===== config.mk =====
export PLATFORM = sky130hd
export DESIGN_NAME = input_conditioner
export DESIGN_NICKNAME = d
export VERILOG_FILES = /design/src/rtl/input_conditioner.sv
export SDC_FILE = /design/constraint.sdc
export NUM_CORES = 1
export LEC_CHECK = 0
export ABC_AREA = 1
export ABC_CLOCK_PERIOD_IN_PS = 1800
export CAP_MARGIN = 0
export CORE_AREA = 8 8 50 68
export DETAILED_ROUTE_END_ITERATION = 10
export DIE_AREA = 0 0 58 76
export GPL_ROUTABILITY_DRIVEN = 0
export PLACE_DENSITY_LB_ADDON = 0.08
export SYNTH_ARGS = -nofsm -noshare
export SYNTH_HDL_FRONTEND = slang
export SYNTH_SLANG_ARGS = --single-unit

===== constraint.sdc =====
create_clock -name clk -period 1.8 [get_ports clk]
set_input_delay 0.36 -clock clk [delete_from_list [all_inputs] [get_ports clk]]
set_output_delay 0.36 -clock clk [all_outputs]
set_load 0.005 [all_outputs]

===== src/rtl/input_conditioner.sv =====
// input_conditioner
//   Multi-channel conditioner for mechanical inputs (buttons, switches).
//   Each channel: STAGES-deep flop synchroniser -> counter debouncer ->
//   registered edge detector. Channels share no state.
//
// Parameters
//   WIDTH            number of independent channels (>= 1)
//   STAGES           synchroniser depth per channel (>= 2)
//   DEBOUNCE_CYCLES  consecutive synchronised cycles a new value must hold
//                    before it is accepted (>= 1)
//
// Ports
//   clk    in   system clock, rising edge
//   rst    in   asynchronous active-high reset, clears all state
//   in     in   [WIDTH-1:0] raw asynchronous inputs
//   level  out  [WIDTH-1:0] debounced registered level
//   rise   out  [WIDTH-1:0] one-cycle pulse on accepted 0->1
//   fall   out  [WIDTH-1:0] one-cycle pulse on accepted 1->0
module input_conditioner #(
    parameter int WIDTH           = 4,
    parameter int STAGES          = 2,
    parameter int DEBOUNCE_CYCLES = 4
) (
    input  logic             clk,
    input  logic             rst,
    input  logic [WIDTH-1:0] in,
    output logic [WIDTH-1:0] level,
    output logic [WIDTH-1:0] rise,
    output logic [WIDTH-1:0] fall
);

    localparam int CW = $clog2(DEBOUNCE_CYCLES) + 1;
    localparam logic [CW-1:0] CNT_MAX = CW'(DEBOUNCE_CYCLES - 1);

    for (genvar i = 0; i < WIDTH; i++) begin : g_ch
        logic [STAGES-1:0] sync;
        logic              s;
        logic [CW-1:0]     cnt;
        logic              lvl_q;
        logic              rise_q;
        logic              fall_q;

        // sync[0] takes the raw pin; higher indices are later stages.
        always_ff @(posedge clk or posedge rst) begin
            if (rst) begin
                sync <= '0;
            end else begin
                sync <= {sync[STAGES-2:0], in[i]};
            end
        end

        assign s = sync[STAGES-1];

        // cnt counts consecutive cycles where s disagrees with the accepted
        // level; the DEBOUNCE_CYCLES-th such cycle commits the new value.
        // With DEBOUNCE_CYCLES=1, CNT_MAX is 0 and every change is taken at once.
        always_ff @(posedge clk or posedge rst) begin
            if (rst) begin
                cnt    <= '0;
                lvl_q  <= 1'b0;
                rise_q <= 1'b0;
                fall_q <= 1'b0;
            end else begin
                rise_q <= 1'b0;
                fall_q <= 1'b0;
                if (s == lvl_q) begin
                    cnt <= '0;
                end else if (cnt == CNT_MAX) begin
                    cnt    <= '0;
                    lvl_q  <= s;
                    rise_q <= s;
                    fall_q <= ~s;
                end else begin
                    cnt <= cnt + 1'b1;
                end
            end
        end

        assign level[i] = lvl_q;
        assign rise[i]  = rise_q;
        assign fall[i]  = fall_q;
    end

endmodule


==> results of run 1 <==
-- sequential cells by signal (all words and copies together), names as in the netlist --
signal       count
g_ch.cnt        12
g_ch.fall_q      4
g_ch.lvl_q       4
g_ch.rise_q      4
g_ch.sync        8
-- cells in the final DEF (no fill, tap or decap) --
master / synthesis / routed
nand2_2: 4 / 4
nand3_1: 4 / 4
bufinv_16: 0 / 1
clkbuf_1: 0 / 1
ha_1: 4 / 4
clkdlybuf4s50_1: 0 / 17
nor3_1: 4 / 4
dfrtp_1: 32 / 32
clkinv_2: 0 / 1
nor2_1: 16 / 16
inv_1: 23 / 23
clkbuf_4: 0 / 5
buf_4: 12 / 1
nand2_1: 30 / 30
-- cell families (layout without fill, tap and decap cells) --
kind of cell,Yosys count,after routing
buffers and inverters,35,49
and+or+nand+nor,58,58
adders and majority gates,4,4
DFF,32,32
-- worst max-delay path by stage --
stage | endpoint | slack [ns]
after floorplan | g_ch[0].cnt[0] | 0.75
after global placement | level[0] | 0.57
after detailed placement | level[3] | 0.54
after CTS | level[2] | 0.18
after global routing | level[2] | 0.14
final | level[2] | 0.21
-- power groups by stage --
stage	Clock [mW]	Combinational [mW]	Sequential [mW]
6_report	0.511	0.481	0.932
5_1_grt	0.563	0.564	0.953
4_1_cts	0.538	0.496	0.934
3_5_place_dp	0	0.494	0.949
3_3_place_gp	0	0.472	0.936
2_1_floorplan	0	0.384	0.928
-- layer usage --
layer | vias up | wire length, um | global-route usage (%)
li1 | 395 | - | -
met1 | 354 | 662 | 8.342
met2 | 17 | 977 | 16.70
met3 | 7 | 99 | 4.223
met4 | 0 | 40 | 5.911
met5 | - | 0 | 0
-- layout make-up --
cell class	instances	share of cell area, %
repair buffers	18	12.18
inverters	23	5.918
clock inverters	2	2.401
clock buffers	6	2.830
flip-flops and latches	32	54.89
well taps	24	2.058
multi-input cells	62	19.73
-- cells in the mapped netlist --
master | number | area [um^2]
nand2_1 | 30 | 112.6
dfrtp_1 | 32 | 800.8
nor2_1 | 16 | 60.06
nand3_1 | 4 | 20.02
ha_1 | 4 | 50.05
inv_1 | 23 | 86.33
nor3_1 | 4 | 20.02
nand2_2 | 4 | 25.02
buf_4 | 12 | 90.09
-- per-stage QoR --
step,hold slack [ns],setup slack [ns],area [um^2]
2_1_floorplan,0.3312,0.7492,1265
3_3_place_gp,0.3323,0.5682,1383
3_5_place_dp,0.3347,0.5393,1383
4_1_cts,0.3541,0.1789,1459
5_1_grt,0.3721,0.1424,1459
6_report,0.3517,0.2078,1459
==> flow_summary.json, run 1 <==
{
  "diodes": 0,
  "tns_ns": 0,
  "synth_top_family_by_area": "simple AND/OR/NAND/NOR gates",
  "worst_slew_pin_slew_ns": 0.3849,
  "slowest_stage": "clkdlybuf4s50_1",
  "path_cells": "clkdlybuf4s50_1",
  "r2r_end": "g_ch[1].cnt[0]",
  "powerDensity_nw_per_um2": 1319,
  "critPathBufInv": 1,
  "cp.depth": 1,
  "synthMuxAreaShare_pct": 0,
  "nets": 152,
  "cts_buffers": 5,
  "grt_pass1_wl_um": 3249,
  "synth_compound_area_share_pct": 0,
  "post_cts_resized": 0,
  "cellLeakagePower_nw": 0.7558,
  "p_sw_mw": 0.5515,
  "critPathLaunchType": "flop",
  "die_x_um": 58,
  "syn_area_per_cell_um2": 9.806,
  "die_y_um": 76,
  "clockBufferDepth": 2,
  "hpwl_um": 1362,
  "cts_hold_buf": 0,
  "worstHoldStart": "g_ch[3].sync[0]",
  "min_to": "g_ch[3].sync[1]",
  "relSlewSlack_pct": 74.34,
  "reg2reg_depth": 4,
  "crit_path_max_incr_delay_ns": 0.52,
  "cts_setup_buffers": 0,
  "cp-startpoint": "g_ch[2].lvl_q",
  "end_kind": "output pin",
  "final-max-slew-violation-count": 0,
  "initial_core_util_pct": 51.06,
  "area_delta_synth_final_pct": 15.33,
  "syn_area_um2": 1265,
  "seq_area_um2": 800.8,
  "layout-drive-gt1-share_pct": 8.392,
  "stdcell_count": 167,
  "ys_types": 9,
  "core_area_um2": 2477,
  "post-route-drc-count": 0,
  "ys_ff_latch": 32,
  "grt_antenna_before_repair": 0,
  "max_freq_ghz": 0.6281,
  "num_rows": 22,
  "postSynthNetCount": 139,
  "internal-power_mw": 1.372,
  "final_util_pct": 58.89,
  "drt_wl_total_um": 1780,
  "power_mw": 1.924,
  "vias_per_cell": 4.629,
  "synth_xor_area_share_pct": 0,
  "status": "finished clean",
  "p_clk_share_pct": 26.6,
  "vias": 773,
  "synth_warnings": 0,
  "clock_sinks": 32,
  "hold_viol_final": 0,
  "min_path_cells": 0,
  "drv_cap": 0,
  "dp.cells": 159,
  "synth_cells": 129,
  "grt_max_degree": 33,
  "path_delay_family": "buffers and inverters",
  "fin_worst_skew_ns": 0.009383,
  "finalSetupViolCount": 0,
  "reg2reg_slack_ns": 0.81,
  "sequentialPowerShare_pct": 48.4,
  "arrival_ns": 1.23,
  "synth-simple-area-share_pct": 18.79,
  "synth-adder-area-share_pct": 3.956,
  "post-route-period-util_pct": 88.46,
  "final_antenna_net_count": 0,
  "critical_path_peak_fanout": 4,
  "clkTransAtPathRegs_ns": 0.09,
  "nFillCells": 233,
  "path_class": "flop to output pin",
  "vdd_drop_max_mv": 0.8249,
  "cts_tree": "built",
  "multiInputGateArea_um2": 287.8,
  "cts-root-buf": "clkbuf_4",
  "min_path_type": "flop to flop",
  "swShare_pct": 28.67,
  "grt_use_total_pct": 9.496,
  "period_minus_slack_ns": 1.592,
  "clk_latency_ns": 0.32,
  "rsz0062_at_grt": "no",
  "firstDrtPassIters": 4,
  "port_buffers": 17,
  "r2r-start": "g_ch[1].cnt[0]",
  "combPwrFrac_pct": 25.0,
  "dieArea_um2": 4408,
  "drtIter0Drc": 12,
  "io_pins": 18,
  "grt-ovfl-total": 0,
  "wl_per_cell_um": 10.66,
  "grt_pass1_vias": 836,
  "cts-htree-levels": 2,
  "crit_required_ns": 1.44,
  "seq_area_frac_synth_pct": 63.30
}
(Power assumes the default switching activity.)
==> run 2: changes to the inputs <==
--- a/config.mk
+++ b/config.mk
@@ -7,7 +7,6 @@
 export LEC_CHECK = 0
 export ABC_AREA = 1
 export ABC_CLOCK_PERIOD_IN_PS = 1800
-export CAP_MARGIN = 0
 export CORE_AREA = 8 8 50 68
 export DETAILED_ROUTE_END_ITERATION = 10
 export DIE_AREA = 0 0 58 76
==> results of run 2 <==
Final layout, timing and power as in run 1 (identical DEF).
==> run 3: changes to the inputs <==
--- a/config.mk
+++ b/config.mk
@@ -7,10 +7,12 @@
 export LEC_CHECK = 0
 export ABC_AREA = 1
 export ABC_CLOCK_PERIOD_IN_PS = 1800
-export CORE_AREA = 8 8 50 68
+export CAP_MARGIN = 15
+export CORE_AREA = 8 8 51 70
 export DETAILED_ROUTE_END_ITERATION = 10
-export DIE_AREA = 0 0 58 76
+export DIE_AREA = 0 0 59 78
 export GPL_ROUTABILITY_DRIVEN = 0
+export HOLD_SLACK_MARGIN = 0.15
 export PLACE_DENSITY_LB_ADDON = 0.08
 export SYNTH_ARGS = -nofsm -noshare
 export SYNTH_HDL_FRONTEND = slang
==> flow_summary.json, run 3 (synthesis gave the netlist of run 1 again) <==
{
  "largest_register": "g_ch.cnt",
  "vias": 765,
  "wl_met2_um": 811,
  "drv_cap": 0,
  "clock_sinks": 32,
  "min_path_cells": 0,
  "drt_wl_total_um": 1699,
  "relSlewSlack_pct": 74.46,
  "hpwl_um": 1230,
  "crit_required_ns": 1.44,
  "critical_path_peak_fanout": 4,
  "final_common_cell": "dfrtp_1",
  "critPathBufInv": 1,
  "path_class": "flop to output pin",
  "crit_path_max_incr_delay_ns": 0.52,
  "internal-power_mw": 1.271,
  "final_cell_mix": "dfrtp_1 (32), nand2_1 (30), inv_1 (23)",
  "cts_hold_buf": 0,
  "arrival_ns": 1.23,
  "post-route-drc-count": 0,
  "grt_max_degree": 33,
  "period_minus_slack_ns": 1.593,
  "stdcell_count": 179,
  "wl_met1_um": 711,
  "min_path_type": "flop to flop",
  "nets": 152,
  "worst_slew_pin_slew_ns": 0.3831,
  "path_cells": "clkdlybuf4s50_1",
  "end_kind": "output pin",
  "core_area_um2": 2532,
  "max_freq_ghz": 0.6279,
  "largestRegisters": "g_ch.cnt (12), g_ch.sync (8)",
  "firstDrtPassIters": 4,
  "area_delta_synth_final_pct": 15.13,
  "cts_buffers": 5,
  "combPwrFrac_pct": 26.1,
  "clk_latency_ns": 0.32,
  "final-max-slew-violation-count": 0,
  "slowest_stage": "clkdlybuf4s50_1",
  "wl_per_cell_um": 9.492,
  "post-route-period-util_pct": 88.47,
  "p_clk_share_pct": 22.5,
  "p_sw_mw": 0.5348,
  "status": "finished clean",
  "grt_pass1_vias": 800,
  "sequentialPowerShare_pct": 51.4,
  "clkTransAtPathRegs_ns": 0.09,
  "die_x_um": 59,
  "rsz0062_at_grt": "no",
  "grt_use_total_pct": 9.443,
  "worstHoldStart": "g_ch[1].sync[0]",
  "clockBufferDepth": 2,
  "min_to": "g_ch[1].sync[1]",
  "layout-drive-gt1-share_pct": 7.692,
  "reg2reg_depth": 4,
  "fin_worst_skew_ns": 0.006393,
  "io_pins": 18,
  "grt_pass1_wl_um": 3194,
  "cts_tree": "built",
  "initial_core_util_pct": 49.95,
  "grt_antenna_before_repair": 0,
  "cellLeakagePower_nw": 0.7461,
  "wl_met3_um": 152,
  "dp.cells": 171,
  "num_rows": 22,
  "diodes": 0,
  "swShare_pct": 29.61,
  "r2r_end": "g_ch[1].cnt[1]",
  "post_cts_resized": 0,
  "cts_setup_buffers": 0,
  "dieArea_um2": 4602,
  "drtIter0Drc": 23,
  "powerDensity_nw_per_um2": 1240,
  "largest_reg_flops": 12,
  "port_buffers": 17,
  "vdd_drop_max_mv": 0.6642,
  "die_y_um": 78,
  "tns_ns": 0,
  "cts-htree-levels": 2,
  "r2r-start": "g_ch[1].cnt[0]",
  "top_layer_used": "met4",
  "hold_viol_final": 0,
  "path_delay_family": "buffers and inverters",
  "vias_per_cell": 4.274,
  "finalSetupViolCount": 0,
  "grt-ovfl-total": 0,
  "final_antenna_net_count": 0,
  "cts-root-buf": "clkbuf_4",
  "critPathLaunchType": "flop",
  "reg2reg_slack_ns": 0.82
}
run 3: power groups by stage:
stage	sequential, mW	combinational (mW)	clock, mW
floorplan	0.928	0.384	0
global placement	0.935	0.474	0
detailed placement	0.944	0.479	0
CTS	0.930	0.483	0.430
global route	0.947	0.552	0.468
finish	0.929	0.471	0.406
run 3: how the worst max path moves through the flow:
stage,cells after the start,slack (ns),endpoint,start
6_report,1,0.21,level[1],g_ch[1].lvl_q
5_1_grt,1,0.11,level[1],g_ch[1].lvl_q
3_5_place_dp,1,0.55,level[1],g_ch[1].lvl_q
4_1_cts,1,0.18,level[1],g_ch[1].lvl_q
3_3_place_gp,1,0.57,level[3],g_ch[3].lvl_q
2_1_floorplan,1,0.75,g_ch[0].cnt[0],rst
run 3: layout make-up:
cell class	instances	area [um^2]
clock buffers	8	58.81
fillers	245	1076
inverters	23	86.33
multi-input cells	62	287.8
flip-flops and latches	32	800.8
well taps	36	45.04
repair buffers	18	177.7
run 3: worst reg2reg max path: stages, from the launching register on:
cell	delay (ns)
dfrtp_1	0.39
ha_1	0.23
nand2_1	0.14
nand2_1	0.06
nor2_1	0.10
run 3: routing by layer:
metal / track usage, % / up-vias
met1: 9.200 / 348
met2: 14.25 / 20
met4: 5.769 / 0
met5: 0 / -
li1: - / 395
met3: 6.436 / 2
run 3: through the flow:
step | util (%) | worst slack (ns) | hold slack (ns) | instance area [um^2] | total power, mW
2_1_floorplan | - | 0.7492 | 0.3312 | 1265 | 1.312
3_3_place_gp | 55.19 | 0.5691 | 0.3327 | 1398 | 1.410
3_5_place_dp | 55.19 | 0.5508 | 0.3347 | 1398 | 1.423
4_1_cts | 57.51 | 0.1766 | 0.3557 | 1456 | 1.843
5_1_grt | 57.51 | 0.1069 | 0.3630 | 1456 | 1.967
6_report | 57.51 | 0.2075 | 0.3497 | 1456 | 1.806
